--- src/rtl/utils_pkg.sv ---
// rtl/utils_pkg.sv - shared helpers for select-index encoders and decoders
// Purpose: index-width helper shared by tree_decoder and pending_encoder.
// Ports: none (package).
package utils_pkg;

  // Width of a binary index over w lines; a single line still gets one bit.
  function automatic int sel_width(int w);
    return (w < 2) ? 1 : $clog2(w);
  endfunction

endpackage

--- src/rtl/priority_encoder.sv ---
// rtl/priority_encoder.sv - combinational lowest-set-bit encoder
// Purpose: report the index of the lowest set bit of data_i.
// Ports:
//   data_i   in  INPUT_WIDTH  request vector
//   index_o  out SEL_W        index of lowest set bit (0 when none)
//   found_o  out 1            any bit set
module priority_encoder
  import utils_pkg::*;
#(
  parameter int INPUT_WIDTH = 8,
  localparam int SEL_W = sel_width(INPUT_WIDTH)
) (
  input  logic [INPUT_WIDTH-1:0] data_i,
  output logic [SEL_W-1:0]       index_o,
  output logic                   found_o
);

  always_comb begin
    index_o = '0;
    found_o = |data_i;
    // Scan downwards so the lowest set bit is the last one written.
    for (int i = INPUT_WIDTH - 1; i >= 0; i--) begin
      if (data_i[i]) index_o = SEL_W'(i);
    end
  end

endmodule

--- src/rtl/pending_encoder.sv ---
// rtl/pending_encoder.sv - pending event set drained as indices on a valid/ready stream
// Purpose: accumulate event pulses into a pending set and offer one index per transfer,
//          lowest-first or round-robin.
// Ports:
//   clk_i       in  1            clock
//   rst_ni      in  1            async reset, active low
//   enable_i    in  1            sample data_i when high
//   data_i      in  INPUT_WIDTH  event pulses
//   clear_i     in  1            sync flush of pending set and output stage
//   select_o    out SEL_W        offered index
//   valid_o     out 1            select_o holds an event
//   ready_i     in  1            consumer accept
//   pending_o   out INPUT_WIDTH  pending set (excludes offered index)
//   overflow_o  out 1            event merged into an already-pending bit
module pending_encoder
  import utils_pkg::*;
#(
  parameter int INPUT_WIDTH = 8,
  parameter bit ROUND_ROBIN = 1'b0,
  localparam int SEL_W = sel_width(INPUT_WIDTH)
) (
  input  logic                   clk_i,
  input  logic                   rst_ni,
  input  logic                   enable_i,
  input  logic [INPUT_WIDTH-1:0] data_i,
  input  logic                   clear_i,
  output logic [SEL_W-1:0]       select_o,
  output logic                   valid_o,
  input  logic                   ready_i,
  output logic [INPUT_WIDTH-1:0] pending_o,
  output logic                   overflow_o
);

  logic [INPUT_WIDTH-1:0]   pend_q, pend_d;
  logic                     valid_q, valid_d;
  logic [SEL_W-1:0]         sel_q, sel_d;
  logic [SEL_W-1:0]         ptr_q, ptr_d;
  logic                     ovf_q, ovf_d;

  logic [2*INPUT_WIDTH-1:0] dbl;
  logic [INPUT_WIDTH-1:0]   enc_in;
  logic [SEL_W-1:0]         enc_idx;
  logic                     enc_found;
  logic [SEL_W-1:0]         chosen;
  logic [INPUT_WIDTH-1:0]   load_mask;
  logic [INPUT_WIDTH-1:0]   sampled;
  logic                     free;
  logic                     load;
  int                       sum;

  // Round-robin: rotate P right by ptr+1 so the search starts just after the
  // last issued index; the doubled vector makes the shift a rotation.
  always_comb begin
    dbl    = {pend_q, pend_q} >> (int'(ptr_q) + 1);
    enc_in = ROUND_ROBIN ? dbl[INPUT_WIDTH-1:0] : pend_q;
  end

  priority_encoder #(.INPUT_WIDTH(INPUT_WIDTH)) u_enc (
    .data_i  (enc_in),
    .index_o (enc_idx),
    .found_o (enc_found)
  );

  always_comb begin
    sum    = 0;
    chosen = enc_idx;
    if (ROUND_ROBIN) begin
      sum = int'(enc_idx) + int'(ptr_q) + 1;
      if (sum >= INPUT_WIDTH) sum = sum - INPUT_WIDTH;
      chosen = SEL_W'(sum);
    end
  end

  always_comb begin
    free    = !valid_q || ready_i;
    load    = free && enc_found && !clear_i;
    sampled = enable_i ? data_i : '0;
    for (int i = 0; i < INPUT_WIDTH; i++) begin
      load_mask[i] = load && (chosen == SEL_W'(i));
    end

    pend_d  = (pend_q & ~load_mask) | sampled;
    // The loaded bit has already left P, so re-asserting it is a fresh event.
    ovf_d   = |(sampled & pend_q & ~load_mask);
    valid_d = free ? enc_found : valid_q;
    sel_d   = load ? chosen : sel_q;
    ptr_d   = load ? chosen : ptr_q;

    if (clear_i) begin
      pend_d  = '0;
      ovf_d   = 1'b0;
      valid_d = 1'b0;
    end
  end

  always_ff @(posedge clk_i or negedge rst_ni) begin
    if (!rst_ni) begin
      pend_q  <= '0;
      valid_q <= 1'b0;
      sel_q   <= '0;
      ptr_q   <= SEL_W'(INPUT_WIDTH - 1);
      ovf_q   <= 1'b0;
    end else begin
      pend_q  <= pend_d;
      valid_q <= valid_d;
      sel_q   <= sel_d;
      ptr_q   <= ptr_d;
      ovf_q   <= ovf_d;
    end
  end

  assign select_o   = sel_q;
  assign valid_o    = valid_q;
  assign pending_o  = pend_q;
  assign overflow_o = ovf_q;

endmodule

--- config.mk ---
export PLATFORM = sky130hd
export DESIGN_NAME = pending_encoder
export DESIGN_NICKNAME = d
export VERILOG_FILES = /design/src/rtl/utils_pkg.sv /design/src/rtl/priority_encoder.sv /design/src/rtl/pending_encoder.sv
export SDC_FILE = /design/constraint.sdc
export NUM_CORES = 1
export LEC_CHECK = 0
export CORE_MARGIN = 10
export CORE_UTILIZATION = 35
export DETAILED_ROUTE_END_ITERATION = 10
export SYNTH_ARGS = -nofsm -noshare
export SYNTH_HDL_FRONTEND = slang
export SYNTH_SLANG_ARGS = --single-unit
--- constraint.sdc ---
create_clock -name clk_i -period 3.7 [get_ports clk_i]
set_input_delay 0.74 -clock clk_i [delete_from_list [all_inputs] [get_ports clk_i]]
set_output_delay 0.74 -clock clk_i [all_outputs]
set_load 0.02 [all_outputs]
==> out/qor.csv, run 1 <==
stage,metric,value,unit
outcome,status,finished clean,
routing,route.detailed.drc,0,
worst_setup_path,slowest_delay,0.70,ns
die,boundaryPins,26,
placement,post-place-cells,130,
sta,min_period,2.332,ns
sta,worst_clock_skew,0.003065,ns
sta,relSlewSlack,59.94,%
cts,cts-buffers-inserted,3,
synth,syn_area_per_cell,8.990,µm²
global_routing,grt_first_pass_wirelength,3360,µm
synth,syn_inst,81,
die,die_w,65.62,µm
pwr,p_total,0.0003948,W
pwr,ir_drop,0.0002523,V
cts,clk_latency,0.28,ns
final_layout,syn_to_final_growth,40.03,%
cts,clock_path_buffers,2,
global_routing,grt_max_degree,18,
sta,tightest_slew,0.5990,ns
synth,synthArstFlopShare,100.0,%
sta,finalMaxSlewViolations,0,
pwr,seqPwrFrac,44.0,%
die,rows,16,
cts,cts_hold_buf,0,
sta,final_hold_viol_count,0,
pwr,power_frac_clock,23.4,%
cts,path_clk_slew,0.08,ns
hold_path,hold_path_class,reg2reg,
routing,viasPerCell,5.112,
pwr,p_switching,0.0001280,W
worst_setup_path,worstPathArrival,2.48,ns
die,die_height,65.62,µm
sta,holdWs,0.5148,ns
job,drv_cap,0,
cts,post_cts_buffers,0,
pwr,p_per_area,387.1,nW/µm²
sta,max_clock_freq,428.8,MHz
cts,cts_resized,0,
worst_setup_path,cp_max_fo,17,
sta,finalSetupViolations,0,
synth,synth_ff_type,dfrtp_1,
worst_setup_path,required,3.85,ns
worst_setup_path,path_delay_family,simple AND/OR/NAND/NOR gates,
global_routing,track_usage,10.19,%
cts,ctsHtreeMaxLevel,1,
placement,place_congestion,0.7967,
final_layout,n_antenna_cell,0,
synth,synth_nets,94,
worst_setup_path,start_kind,input pin,
routing,drt_pass1_iterations,4,
worst_setup_path,critPathKind,in2reg,
routing,drt_iter0_drc,17,
die,initial_core_util,37.12,%
sta,fin_crit_sh,63.03,%
routing,routedWlPerCell,14.99,µm
synth,ys_warn_count,0,
synth,synth_cell_types,32,
pwr,share_comb_of_total_power,32.6,%
cts,cts-root-buf,clkbuf_4,
final_layout,finalNonFillerCells,134,
sta,rsz0062_at_grt,no,
die,core,1962,µm²
global_routing,grt_pass1_vias,647,
worst_setup_path,crit_buf_inv,1,
routing,vias,685,
worst_setup_path,cp_cell_sequence,clkdlybuf4s50_1 -> or3_4 -> or2_1 -> a31oi_1 -> o32ai_1,
final_layout,final_layout_size_suffix_gt1_share,10.28,%
synth,ys_seq_area_share,44.67,%
sta,final.setup.tns,0,ns
routing,ant_nets,0,
worst_setup_path,slowest_stage,clkdlybuf4s50_1,
pwr,leakagePower,0.4060,nW
global_routing,overflow,0,
die,die-area,4305,µm²
routing,wl,2009,µm
synth,synth-edff-count,0,
worst_setup_path,end_kind,flip-flop,
pwr,switching_share,32.42,%
global_routing,antenna_found_initial,0,
synth,synthesis.area,728.2,µm²
cts,clkSinkCount,13,
pwr,intPower,0.0002668,W
synth,synth-seq-cells,13,
placement,dp.final_hpwl,1514,µm
placement,portBuffers,25,
final_layout,nets,121,
cts,cts_tree,done,
-- per-stage QoR --
step                utilization (%)  area, µm²  worst slack (ns)
floorplan                         -      728.2             1.614
global placement              50.64      993.5             1.155
detailed placement            50.64      993.5             1.075
CTS                           51.98       1020             1.384
global route                  51.98       1020             1.266
finish                        51.98       1020             1.368
-- path summary, 6_finish.rpt --
path	startpoint	depth (start not counted)	slack, ns	to
max in group asynchronous	rst_ni	1	2.48	pending_o[1]
worst min-delay path	select_o[0]	1	0.51	select_o[0]
worst min register to register	select_o[0]	1	0.51	select_o[0]
worst max register to register	pending_o[0]	5	1.61	overflow_o
worst max-delay path	clear_i	5	1.37	overflow_o
min in group asynchronous	rst_ni	1	0.83	pending_o[7]
-- placed cells by master (no fill, tap or decap), types with 2 or more instances in the layout --
cell type	Yosys	routed
a21oi_1	9	9
a22oi_1	3	3
and2_1	2	2
clkbuf_4	0	3
clkdlybuf4s50_1	0	25
dfrtp_1	13	13
inv_1	3	3
mux2_2	2	2
nand2_1	8	8
nor2_1	10	10
o21ai_0	6	6
o311ai_0	2	2
-- Yosys cell counts, types with 2 or more instances --
library cell	n	area share [%]
a22oi_1	3	3.1
o21ai_0	6	4.1
inv_1	3	1.5
a21oi_1	9	6.2
clkbuf_1	2	1.0
nand2_1	8	4.1
and2_1	2	1.7
nor2_1	10	5.2
o311ai_0	2	2.4
dfrtp_1	13	45
mux2_2	2	3.1
-- power groups by stage --
stage / registers (W) / clock network [W] / logic (W)
final: 0.000174 / 0.0000922 / 0.000129
after global routing: 0.000177 / 0.000103 / 0.000143
after CTS: 0.000174 / 0.0000954 / 0.000131
after detailed placement: 0.000177 / 0 / 0.000130
after global placement: 0.000176 / 0 / 0.000130
after floorplan: 0.000195 / 0 / 0.0000488
-- layer usage --
| layer | part of all wire (%) | wire length (µm) | global-route usage (%) | vias to the layer above |
|---|---|---|---|---|
| met5 | 0 | 0 | 0 | - |
| met4 | 2.5 | 50 | 6.417 | 0 |
| met3 | 5.4 | 109 | 3.898 | 5 |
| met2 | 43 | 870 | 13.41 | 19 |
| met1 | 49 | 979 | 13.41 | 311 |
| li1 | - | - | - | 350 |
-- worst reg2reg max path, delay by kind of cell (launching register included) --
kind,cells,cell delay [ns]
flops,1,0.49
compound gates,2,0.24
simple gates,3,1.22
-- state kept, by name, summed over array words and instances (netlist names) --
register / cells
overflow_o: 1
valid_o: 1
select_o: 3
pending_o: 8
-- area by class of cell --
cell class,count,area (µm²)
repair buffers,25,250.2
multi-input cells,62,372.9
well taps,27,33.78
clock buffers,4,26.28
flip-flops and latches,13,325.3
inverters,3,11.26
fillers,199,942.2
-- cell families after synthesis --
kind of cell	share of synthesized area [%]
flip-flops	44.67
multiplexers	3.093
buffers and inverters	4.124
AND/OR/NAND/NOR	22.51
AO/OA/AOI/OAI	25.60
No activity file was read; power rests on OpenSTA's default activity.
==> run 2, diff against run 1 <==
Settings changed: PLACE_DENSITY from default to 0.67.
Clock period 3.7 ns to 1.9 ns, I/O delays scaled along.
==> run 2 against run 1 <==
Compared with the run above: setup slack lost 1.4 ns; critical endpoint unchanged; clock skew grew 0.0059 ns; highest routed layer unchanged; first-iteration DRC count is the same; clock-buffer cell count is the same; routed wire length grew 3.3%; cell count grew 8.2%.
==> out/qor.csv, run 2 (synthesis results as in run 1) <==
stage,metric,value,unit,change
sta,final.setup.tns,0,ns,unchanged
cts,cts-root-buf,clkbuf_4,,unchanged
sta,final_hold_viol_count,0,,unchanged
sta,relSlewSlack,61.61,%,was 59.94%
cts,path_clk_slew,0.08,ns,about the same
worst_setup_path,cp_cell_sequence,or4_4 -> or3_4 -> or2_1 -> a31oi_1 -> o32ai_1,,was clkdlybuf4s50_1 -> or3_4 -> or2_1 -> a31oi_1 -> o32ai_1
cts,clkSinkCount,13,,unchanged
final_layout,largest_register_ffs,8,,unchanged
cts,clk_latency,0.27,ns,was 0.28 ns
final_layout,finalNonFillerCells,145,,was 134
sta,rsz0062_at_grt,yes,,was no
die,boundaryPins,26,,unchanged
worst_setup_path,required,2.06,ns,was 3.85 ns
final_layout,final_area,1106,µm²,was 1020 µm²
worst_setup_path,start_kind,flip-flop,,was input pin
sta,tightest_slew,0.5741,ns,was 0.5990 ns
worst_setup_path,r2r_start,pending_o[2],,was pending_o[0]
placement,place_congestion,0.9065,,was 0.7967
routing,route.detailed.drc,0,,unchanged
cts,cts_hold_buf,0,,unchanged
global_routing,grt.met3_usage,3.390,%,was 3.898%
sta,finalMaxSlewViolations,0,,unchanged
die,die_w,65.62,µm,unchanged
global_routing,grtUsageMet1,13.48,%,was 13.41%
routing,vias,765,,was 685
die,rows,16,,unchanged
worst_setup_path,slowest_delay,0.55,ns,was 0.70 ns
hold_path,hold_path_class,in2async,,was reg2reg
die,core,1962,µm²,unchanged
outcome,status,finished clean,,unchanged
worst_setup_path,ff2ff_setup_slack,0.01,ns,was 1.61 ns
placement,portBuffers,25,,unchanged
cts,ctsHtreeMaxLevel,1,,unchanged
global_routing,antenna_found_initial,0,,unchanged
sta,min_period,1.890,ns,
placement,place_area,1077,µm²,was 993.5 µm²
final_layout,final_layout_size_suffix_gt1_share,19.49,%,was 10.28%
sta,fin_crit_sh,99.46,%,
final_layout,fillers,204,,was 199
global_routing,track_usage,10.56,%,was 10.19%
global_routing,overflow,0,,unchanged
sta,max_clock_freq,529.2,MHz,
routing,ant_nets,0,,unchanged
placement,post-place-cells,141,,was 130
final_layout,nets,132,,was 121
global_routing,grt.busiest_layer,met2,,unchanged
worst_setup_path,cp_max_fo,6,,was 17
worst_setup_path,worstPathArrival,2.05,ns,was 2.48 ns
worst_setup_path,r2r_cells,5,,unchanged
pwr,p_per_area,709.1,nW/µm²,was 387.1 nW/µm²
final_layout,final_common_cell,clkdlybuf4s50_1,,unchanged
cts,cts_tree,done,,unchanged
worst_setup_path,critPathKind,reg2reg,,was in2reg
routing,drt_iter0_drc,17,,unchanged
placement,dp.final_hpwl,1654,µm,was 1514 µm
pwr,leakagePower,0.4762,nW,was 0.4060 nW
routing,drt_pass1_iterations,4,,unchanged
pwr,p_total,0.0007843,W,was 0.0003948 W
global_routing,grt_first_pass_wirelength,3663,µm,was 3360 µm
die,die_height,65.62,µm,unchanged
global_routing,grt_pass1_vias,797,,was 647
cts,post_cts_buffers,0,,unchanged
sta,worst_clock_skew,0.008924,ns,was 0.003065 ns
die,die-area,4305,µm²,unchanged
worst_setup_path,slowest_stage,or4_4,,was clkdlybuf4s50_1
final_layout,syn_to_final_growth,51.89,%,was 40.03%
worst_setup_path,end_kind,flip-flop,,unchanged
routing,routedWlPerCell,14.31,µm,was 14.99 µm
final_layout,layout_common_cells,"clkdlybuf4s50_1, dfrtp_1, buf_4",,"was clkdlybuf4s50_1, dfrtp_1, nor2_1"
pwr,ir_drop,0.0003901,V,was 0.0002523 V
routing,wl,2075,µm,was 2009 µm
job,drv_cap,0,,unchanged
cts,clock_path_buffers,2,,unchanged
global_routing,use_met2,15.85,%,was 13.41%
worst_setup_path,rr_endpoint,overflow_o,,unchanged
routing,viasPerCell,5.276,,was 5.112
global_routing,grt_max_degree,14,,was 18
cts,cts-buffers-inserted,3,,unchanged
die,initial_core_util,37.12,%,unchanged
sta,holdWs,0.4659,ns,was 0.5148 ns
sta,finalSetupViolations,0,,unchanged
final_layout,n_antenna_cell,0,,unchanged
final_layout,multi_input_area,372.9,µm²,unchanged
final_layout,final-seq-area,326.6,µm²,was 325.3 µm²
[run 2: layout make-up]
type,instances,area share [%]
Sequential cell,13,29.52
Multi-Input combinational cell,62,33.71
Clock buffer,4,2.376
Tap cell,27,3.054
Timing Repair Buffer,36,30.32
Inverter,3,1.018
[run 2: worst max-delay path, delay by kind of cell, from the launching register on]
kind	cells	cell delay [ns]
simple gates	3	1.16
compound gates	2	0.25
flops	1	0.38
[run 2: where the power goes]
group          internal [W]  switching [W]
Clock             0.0000812      0.0000869
Combinational      0.000148       0.000136
Sequential         0.000309      0.0000224
Total              0.000539       0.000245
[run 2: worst max path at each step]
| stage | depth (start not counted) | startpoint | end |
|---|---|---|---|
| after global placement | 6 | ready_i | overflow_o |
| final | 5 | pending_o[2] | overflow_o |
| after detailed placement | 6 | ready_i | overflow_o |
| after CTS | 5 | pending_o[2] | overflow_o |
| after global routing | 5 | pending_o[2] | overflow_o |
| after floorplan | 6 | pending_o[0] | overflow_o |
[run 2: timing repair]
action,in CTS,in global routing
resized for setup,1,1
hold endpoints to repair,0,0
pin swaps,1,0
endpoints found under the setup margin,2,3
[run 2: per-stage QoR]
| stage | util (%) | worst slack (ns) |
|---|---|---|
| 2_1_floorplan | - | -0.1522 |
| 3_3_place_gp | 54.91 | -0.03687 |
| 3_5_place_dp | 54.91 | -0.08532 |
| 4_1_cts | 56.25 | 0.0008489 |
| 5_1_grt | 56.38 | -0.03988 |
| 6_report | 56.38 | 0.01022 |
[run 2: per-layer routing]
metal  part of all wire [%]  vias up
met4                   0.39        0
met2                     47       27
met5                      0        -
li1                       -      376
met1                     46      360
met3                    6.7        2
==> patch (flow settings as in run 1) <==
`ROUND_ROBIN`: 1'b0 -> 1'b1.
--- a/src/rtl/pending_encoder.sv
+++ b/src/rtl/pending_encoder.sv
@@ -16,7 +16,7 @@
   import utils_pkg::*;
 #(
   parameter int INPUT_WIDTH = 8,
-  parameter bit ROUND_ROBIN = 1'b0,
+  parameter bit ROUND_ROBIN = 1'b1,
   localparam int SEL_W = sel_width(INPUT_WIDTH)
 ) (
   input  logic                   clk_i,
Formal check against the unedited RTL: not equivalent (a bounded check fails within 4 cycles, from zero or initial values and one cycle with rst_ni low).
==> patch against run 1 <==
Critical path depth grew 10; sequential cell count grew 3; maximum frequency shrank 37%; area after synthesis grew 110%; routed wire length grew 120%; worst setup slack lost 1.3 ns; cell area grew 110%; core utilization shrank 3.0 points; critical path type is now reg -> reg.
Power is left out: it rests on default switching activity, and per cell area and clock period it moved more than threefold.
==> patch: results (changes against run 1) <==
| Metric | Value |
|---|---|
| Largest register FFs | 8 (unchanged) |
| Synth top area cells | dfrtp_1 21%, mux4_2 12%, nor3_1 5.5% |
| Skew final | 0.00108 ns (-0.00198 ns) |
| Initial DRC Count | 107 (+90) |
| DP Area | 0.00200 mm2 (+100%) |
| Synth top cells by count | 20 x nand2_1, 17 x nor3_1, 14 x nor2_1, 13 x dfrtp_1, 11 x buf_2 |
| RD Place Congestion | 0.801 (+0.59%) |
| Fraction of layout cells with a size suffix above 1 | 0.305 (+0.202) |
| Library cells used by synthesis | 40 (+25%) |
| Gr usage total | 0.122 (+0.0200) |
| Slew margin rel. | 0.513 (-0.0864) |
| Outcome | completed |
| Root buf cell | clkbuf_8 |
| Vias in the first global route | 1,585 (+140%) |
| Initial DRT Pass Iterations | 4 (unchanged) |
| First-pass GRT wire length | 7.61 mm (+130%) |
| Seq/Total Area, Yosys | 0.260 (-0.187) |
| Final wirelength | 4.51 mm (+120%) |
| Largest net degree at the start of global routing | 17 (-1) |
| Clk_lat worst skew | 0.25 ns (-0.03 ns) |
| CP delay by family, top | compound AO/OA/AOI/OAI gates |
| Nets | 236 (+95%) |
| Slowest CP cell | dfstp_2 |
| Via density | 5.61 (+9.7%) |
| Max incr delay on CP | 0.58 ns (-0.12 ns) |
| CP Max Fanout | 4 (-13) |
| Final HPWL DP | 3.62 mm (+140%) |
| Syn nets | 196 (+110%) |
[patch: kinds of logic after synthesis]
| kind of cell | after synthesis | synth area share |
|---|---|---|
| AOI/OAI and AO/OA | 36 | 0.158 |
| muxes | 8 | 0.116 |
| xor gates and xnor gates | 2 | 0.0209 |
| buffers and inverters | 26 | 0.0788 |
| adders and majority gates | 2 | 0.0209 |
| and+or+nand+nor | 91 | 0.346 |
| DFF | 16 | 0.260 |
[patch: what timing repair did]
| action | in CTS | in global routing |
|---|---|---|
| pin swaps | 1 | 1 |
| endpoints found under the setup margin | 3 | 4 |
| hold buffers | 0 | 0 |
| setup buffers | 1 | 1 |
| resized for setup | 3 | 4 |
[patch: per-layer routing]
metal | routed length, um | global-route usage | part of all wire | vias to the layer above
li1 | - | - | - | 742
met1 | 1950 | 0.146 | 0.43 | 743
met2 | 2290 | 0.215 | 0.51 | 37
met3 | 198 | 0.0235 | 0.044 | 4
met4 | 66 | 0.0309 | 0.015 | 0
met5 | 0 | 0 | 0 | -
[patch: path summary, 6_finish.rpt]
check,startpoint,endpoint,slack [ns],depth (start not counted)
min,select_o[0],select_o[0],0.48,1
max,ptr_q[0],overflow_o,0.02,15
min reg2reg,select_o[0],select_o[0],0.48,1
max reg2reg,ptr_q[0],overflow_o,0.02,15
max in group asynchronous,rst_ni,pending_o[1],2.33,1
min in group asynchronous,rst_ni,pending_o[5],0.92,1
[patch: cell type report]
class / count / area (um2)
Clock buffer: 4 / 55.1
Fill cell: 427 / 2210
Inverter: 9 / 33.8
Multi-Input combinational cell: 139 / 1090
Sequential cell: 16 / 404
Tap cell: 52 / 65.1
Timing Repair Buffer: 52 / 465
[patch: stage by stage]
step           utilization  std cells  worst slack, ns  hold slack, ns
6_report             0.490        272           0.0234           0.478
4_1_cts              0.482        271          0.00533           0.480
2_1_floorplan            -        181          -0.0701           0.444
3_3_place_gp         0.462        266          0.00366           0.465
3_5_place_dp         0.462        266           -0.104           0.465
5_1_grt              0.490        272           -0.162           0.502
[patch: worst reg2reg max path: cells and delay by family, from the launching register on]
kind | cells | cell delay, ns
compound gates | 7 | 1.12
flops | 1 | 0.58
fa+ha+maj | 2 | 0.57
mux | 1 | 0.53
xor+xnor | 2 | 0.33
simple gates | 2 | 0.29
buf+inv | 1 | 0.16
